`config.mk`:
```
export PLATFORM = sky130hd
export DESIGN_NAME = mem_arbiter
export DESIGN_NICKNAME = d
export VERILOG_FILES = /design/src/rtl/mem_arbiter.sv
export SDC_FILE = /design/constraint.sdc
export NUM_CORES = 1
export LEC_CHECK = 0
export BUFFER_PORTS_ARGS = -buffer_cell sky130_fd_sc_hd__buf_4
export CAP_MARGIN = 20
export CORE_AREA = 2 2 170 172
export CTS_CLUSTER_DIAMETER = 40
export DETAILED_ROUTE_END_ITERATION = 10
export DIE_AREA = 0 0 172 174
export PLACE_DENSITY = 0.45
export SLEW_MARGIN = 20
export SYNTH_ARGS = -nofsm -noshare
export SYNTH_HDL_FRONTEND = slang
export SYNTH_SLANG_ARGS = --single-unit
```
`constraint.sdc`:
```
create_clock -name CLK -period 1.65 [get_ports CLK]
set_input_delay 0.0825 -clock CLK [delete_from_list [all_inputs] [get_ports CLK]]
set_output_delay 0.0825 -clock CLK [all_outputs]
set_load 0.02 [all_outputs]
```
`src/rtl/mem_arbiter.sv`:
```
`default_nettype none
// mem_arbiter: arbitrates per-core icache/dcache ports onto a single RAM port.
// Data requests beat instruction requests, cores are served round-robin, dcache grants lock for a block burst.
module mem_arbiter #(
    parameter int CPUS    = 2,
    parameter int BURST   = 2,
    parameter int IDLE_TO = 2
) (
    input  logic                 CLK,
    input  logic                 nRST,
    input  logic [CPUS-1:0]      iREN,
    input  logic [CPUS*32-1:0]   iaddr,
    output logic [CPUS-1:0]      iwait,
    output logic [CPUS*32-1:0]   iload,
    input  logic [CPUS-1:0]      dREN,
    input  logic [CPUS-1:0]      dWEN,
    input  logic [CPUS*32-1:0]   daddr,
    input  logic [CPUS*32-1:0]   dstore,
    output logic [CPUS-1:0]      dwait,
    output logic [CPUS*32-1:0]   dload,
    output logic                 ramREN,
    output logic                 ramWEN,
    output logic [31:0]          ramaddr,
    output logic [31:0]          ramstore,
    input  logic [31:0]          ramload,
    input  logic [1:0]           ramstate
);
    localparam int         OW         = (CPUS > 1) ? $clog2(CPUS) : 1;
    localparam logic [1:0] RAM_ACCESS = 2'd2;
    localparam logic [1:0] BURST_MAX  = 2'(BURST);
    localparam logic [1:0] IDLE_MAX   = 2'(IDLE_TO);

    typedef enum logic [1:0] {
        IDLE    = 2'd0,
        GRANT_D = 2'd1,
        GRANT_I = 2'd2
    } state_t;

    state_t          state;
    logic [OW-1:0]   owner;
    logic [OW-1:0]   rr;
    logic [1:0]      beats;
    logic [1:0]      idlecnt;

    logic [CPUS-1:0] dreq;
    logic [CPUS-1:0] cand;
    logic            found;
    logic [OW-1:0]   win;
    logic [OW-1:0]   win_next;
    logic            access;
    logic            own_dreq;
    logic [31:0]     own_daddr;
    logic [31:0]     own_dstore;
    logic [31:0]     own_iaddr;
    logic [1:0]      beats_inc;
    logic [1:0]      idle_inc;

    assign dreq       = dREN | dWEN;
    assign access     = (ramstate == RAM_ACCESS);
    assign own_dreq   = dreq[owner];
    assign own_daddr  = daddr[int'(owner)*32 +: 32];
    assign own_dstore = dstore[int'(owner)*32 +: 32];
    assign own_iaddr  = iaddr[int'(owner)*32 +: 32];
    assign beats_inc  = (beats == BURST_MAX) ? beats : beats + 2'd1;
    assign idle_inc   = (idlecnt == IDLE_MAX) ? idlecnt : idlecnt + 2'd1;
    assign win_next   = (win == OW'(CPUS - 1)) ? '0 : win + 1'b1;

    assign iload = {CPUS{ramload}};
    assign dload = {CPUS{ramload}};

    // Any data request hides all instruction requests; the scan starts at rr and wraps.
    always_comb begin
        cand  = (|dreq) ? dreq : iREN;
        found = 1'b0;
        win   = '0;
        for (int i = 0; i < CPUS; i++) begin
            if (!found && cand[(int'(rr) + i) % CPUS]) begin
                found = 1'b1;
                win   = OW'((int'(rr) + i) % CPUS);
            end
        end
    end

    always_comb begin
        ramREN   = 1'b0;
        ramWEN   = 1'b0;
        ramaddr  = '0;
        ramstore = '0;
        iwait    = '1;
        dwait    = '1;
        case (state)
            GRANT_D: begin
                ramWEN       = dWEN[owner];
                ramREN       = dREN[owner] & ~dWEN[owner];
                ramaddr      = own_daddr;
                ramstore     = own_dstore;
                dwait[owner] = ~access;
            end
            GRANT_I: begin
                ramREN       = iREN[owner];
                ramaddr      = own_iaddr;
                iwait[owner] = ~access;
            end
            default: ;
        endcase
    end

    always_ff @(posedge CLK or negedge nRST) begin
        if (!nRST) begin
            state   <= IDLE;
            owner   <= '0;
            rr      <= '0;
            beats   <= '0;
            idlecnt <= '0;
        end else begin
            case (state)
                IDLE: begin
                    if (found) begin
                        state   <= (|dreq) ? GRANT_D : GRANT_I;
                        owner   <= win;
                        rr      <= win_next;
                        beats   <= '0;
                        idlecnt <= '0;
                    end
                end
                GRANT_D: begin
                    if (own_dreq) begin
                        idlecnt <= '0;
                        if (access) begin
                            if (beats_inc == BURST_MAX) begin
                                state <= IDLE;
                                beats <= '0;
                            end else begin
                                beats <= beats_inc;
                            end
                        end
                    end else begin
                        // A short gap between block words keeps the lock; a long one releases it.
                        if (idle_inc == IDLE_MAX) begin
                            state   <= IDLE;
                            beats   <= '0;
                            idlecnt <= '0;
                        end else begin
                            idlecnt <= idle_inc;
                        end
                    end
                end
                GRANT_I: begin
                    if (access || !iREN[owner]) begin
                        state <= IDLE;
                    end
                end
                default: state <= IDLE;
            endcase
        end
    end

endmodule
`default_nettype wire

```
=== Word-level counts from Yosys, hierarchy flattened ===
Cells that the tools add are included.

* Output and inout bits: 198
* Flip-flop bits (word level): 8
* Logic and storage cells: 92
* Input port bits: 234

* Bitwise logic cells: 7
* Equal/unequal tests: 12
* Shifts and indexed selects: 3
* $lt $le $gt $ge: 4
* Muxes and demuxes: 45
* Add/subtract/negate cells: 4
* Reductions and logical operators: 12

{| class="wikitable"
|+ Operators by type and width
! cell !! count
|-
| $shiftx A64 B7 Y32 || 3
|-
| $pmux W32 S2 || 1
|-
| $mux W2 || 18
|-
| $mux W32 || 1
|-
| $mux W1 || 20
|-
| $eq A2 B2 Y1 const B || 6
|-
| $ne A3 B3 Y1 const B || 3
|-
| $pmux W2 S2 || 2
|-
| $pmux W2 S3 || 1
|-
| $reduce_and A5 Y1 || 1
|-
| $add A2 B1 Y2 const B || 2
|-
| $lt A1 B2 Y1 const B || 2
|-
| $ne A2 B2 Y1 const B || 2
|-
| $or A2 B2 Y2 || 2
|-
| $reduce_and A2 Y1 || 2
|-
| $reduce_and A4 Y1 || 1
|-
| $lt A2 B3 Y1 const B || 1
|-
| $add A1 B1 Y1 const B || 2
|-
| $eq A2 B1 Y1 const B || 1
|-
| $logic_and A1 B1 Y1 || 2
|-
| $logic_not A1 Y1 || 2
|-
| $logic_not A2 Y1 || 1
|-
| $not A1 Y1 || 2
|-
| $not A2 Y2 || 1
|-
| other kinds (8) || 8
|}

=== Depth between registers and ports, before layout ===
* Word-level depth: 11
* Gate-level depth with buffers: 8
* Mapped depth without buffers: 6

=== Worst setup path after synthesis ===
Ideal clock, no wire load.

* Path type: flip-flop to output port
* From: register state[0]
* To: output port ramaddr[24]
* Data required time: 1.567 ns
* Buffers on the path: 2
* Cell stages (with the launch flop): 7
* Arrival time: 1.748 ns
* Path slack: -0.180 ns
* Path through: dfrtp_1 > inv_1 > ha_1 > buf_4 > buf_2 > mux4_2 > and2_1

* Word-level cells in the longest chain between the ends: 2
* Elaborated cells between the ends (all ways): 3
* Classes of those cells: eq/ne: 2; mux: 1

{| class="wikitable"
|+ RTL lines
! item !! line !! text
|-
| start, declared || 39 || <nowiki>state_t state;</nowiki>
|-
| start signal, assigned || 119 || <nowiki>state <= (|dreq) ? GRANT_D : GRANT_I;</nowiki>
|-
| $eq A2 B2 Y1 or $eq A2 B1 Y1 (tied branches) || 91 || <nowiki>case (state)</nowiki>
|-
| $pmux W32 S2 (*) || 91 ||
|-
| end, declared || 23 || <nowiki>output logic [31:0] ramaddr,</nowiki>
|}

Every way passes the cells marked *; elsewhere a longest branch is shown, timed or not.

=== Worst setup path after layout ===
* From: register state[0]
* To: output port ramaddr[8]

The elaborated chain is that of the path after synthesis.

==> impl_metrics.ini <==
[status]
status = finished with violations
violations = setup timing

[setup_path]
reg2reg_setup_slack_ns = -0.09
path_cells = inv_2 > ha_4 > clkbuf_16 > mux4_2 > and2_4 > buf_6
slowest_delay_ns = 0.50
reg2reg_depth = 7
crit_fanout = 7
endpoint_kind = primary output
cp.required_ns = 1.57
critPathLaunchType = register
reg2reg_to = state[1]$_DFFE_PN0P_
r2r-start = owner$_DFFE_PN0P_
path_class = register to primary output
crit_slowest_cell = mux4_2
critPathArrivalTime_ns = 1.89

[hold_path]
hp-class = input pin to primary output
hold_start = ramload[19]
holdPathEnd = dload[51]
hold_depth = 0

[die]
start_util_pct = 11.0
placementRows = 62
core_um2 = 28200
io_pins = 432
dieArea_um2 = 29900
die_h_um = 174
die-width_um = 172

[clock_tree]
cts_max_path_buffers = 2
numCtsBuffers = 3
clockRootBuffer = clkbuf_16
clkTransAtPathRegs_ns = 0.03
cts_tree = built
cts-htree-levels = 1
cts.sinks = 8
insertion_delay_ns = 0.23

[sta]
setup_slack_ns = -0.325
clock.fmax_mhz = 506
fin_skew_ns = 0.00645
hold_viol = 0
maxSlewHeadroom_pct = 75.0
post-route-period-util_pct = 120
tns_ns = -10.20
maxSlewViolCount = 0
fin_crit_ns = 1.97
setup_viol = 59
tightest_slew_ns = 0.375
rsz0062_at_grt = yes

[route]
vias_per_cell = 3.33
ant_nets = 0
routed_wirelength_um = 14200
num_vias = 2974
post_drt_wl_per_cell_um = 15.9
first_iter_violations = 57
drc = 0
drtPass1Iterations = 4

[global_routing]
grt_max_degree = 25
antenna_found_initial = 1
overflow = 0
grt_usage_pct = 8.76
grt_pass1_vias = 3302
grt_first_pass_wirelength_um = 19700

[yosys]
ys_top_cells_by_area = buf_4 32%, mux4_2 23%, mux2i_1 12%, and2_1 6.8%, nor2b_1 6.8%
yosysTopAreaCellShare_pct = 31.6
netlist_area_um2 = 3120
synth-main-ff-cell = dfrtp_1
yosys.area.top_type = buf_4
synth_edf_count = 0
syn-num-nets = 582
synth_cell_types = 31
yosysWarningCount = 0
seq_area_frac_synth_pct = 6.43
async_flop_share_pct = 100
ys_seq_elements = 8
synth.avg_cell_area_um2 = 9.08
syn_inst = 343

[job]
drv_cap = 0

[power_and_ir_drop]
leakage_nw = 2.49
pwr_density_cell_nw_per_um2 = 1430
vdd_drop_max_mv = 0.613
power.total_mw = 7.83

[layout]
syn2layout_area_growth_pct = 75.9
layout.nets = 747
fillers = 3216
final_cell_area_um2 = 5480
drive_above_1_share_pct = 78.3

[place]
dp_hpwl_um = 11900
io_buffers = 271
place_worst_setup_slack_ns = -0.111
place_area_um2 = 4940
finalWeightedCongestion = 0.724
==> synthesized netlist by cell type, types with 2 or more instances <==
cell / count
buf_4: 131
mux2i_1: 37
and2_1: 34
nor2b_1: 34
mux4_2: 32
nand2_1: 11
inv_1: 9
buf_2: 8
dfrtp_1: 8
clkbuf_1: 7
ha_1: 5
o21ai_0: 5
nand3_1: 3
nor2_1: 2
==> critical path, delay by kind of cell (launching register included) <==
kind / cells / cell delay, ns
adders and majority gates: 1 / 0.22
and+or+nand+nor: 1 / 0.18
DFF: 1 / 0.37
buffers and inverters: 3 / 0.39
muxes: 1 / 0.50
==> repair_timing <==
item                                    CTS  global route
hold buffers                              1             0
pin swaps                                 6            14
resized for setup                        62            14
setup buffers                             4             2
hold endpoints to repair                  8             0
endpoints found under the setup margin   72            71
cloned                                    4             1
==> layout by cell type, fill, tap and decap left out, types with 2 or more instances in the layout <==
master and instances:
buf_16 5, o21ai_1 2, clkbuf_16 4, ha_1 2, dfrtp_1 7, and2_4 33, mux4_2 32, mux2i_1 35
o21ai_0 3, nor2_1 2, nand2_2 3, buf_12 9, nor2b_1 32, nand3_1 3, inv_1 8, buf_6 40
ha_4 3, nand2_1 8, nor2b_2 2, buf_4 250, mux2i_2 2
==> metrics by stage <==
| stage | hold WS (ns) | cells | utilization [%] |
|---|---|---|---|
| 6_report | 0.165 | 892 | 19.4 |
| 5_1_grt | 0.165 | 891 | 19.4 |
| 4_1_cts | 0.165 | 889 | 19.1 |
| 3_5_place_dp | -0.0850 | 876 | 17.5 |
| 3_3_place_gp | -0.0853 | 876 | 17.5 |
| 2_1_floorplan | -0.213 | 343 | - |
==> logic make-up after synthesis <==
| group | synth area share (%) |
|---|---|
| muxes | 35.5 |
| and+or+nand+nor | 17.3 |
| buffers and inverters | 35.1 |
| adders and majority gates | 2.01 |
| AOI/OAI and AO/OA | 3.57 |
| DFF | 6.43 |
==> routing by layer <==
layer,up-vias,global-route usage [%],share of wire [%]
met5,-,0,0
met4,0,1.93,2.1
met3,39,3.53,13
met2,246,16.3,51
met1,1318,9.10,34
li1,1371,-,-
==> flip-flops by register name, indices dropped and copies added, names as in the netlist <==
name and count:
owner 1, beats 2, state 2, rr 1, idlecnt 2
==> how the worst max path moves through the flow <==
stage	slack, ns	depth (start not counted)	from	to
3_3_place_gp	-0.10	6	state[0]$_DFFE_PN0P_	ramaddr[18]
3_5_place_dp	-0.11	6	state[0]$_DFFE_PN0P_	ramaddr[18]
2_1_floorplan	0.01	5	owner$_DFFE_PN0P_	ramREN
4_1_cts	-0.33	6	state[0]$_DFFE_PN0P_	ramaddr[6]
5_1_grt	-0.38	6	state[0]$_DFFE_PN0P_	ramaddr[25]
6_report	-0.32	6	state[0]$_DFFE_PN0P_	ramaddr[8]
==> final cells by class <==
type	instances	area [um2]	area share [%]
antenna	1	2.50	0.0457
clock buffer	4	78.8	1.44
inverter	9	33.8	0.617
multi-input combinational	179	1980	36.2
sequential	8	204	3.72
tap	384	480	8.77
timing repair buffer	307	2700	49.2
==> power breakdown <==
group	switching (mW)	internal [mW]	total, mW
clock network	0.0968	0.322	0.419
registers	0.0500	0.269	0.319
logic	3.12	3.97	7.09
No activity file was read; power rests on OpenSTA's default activity.
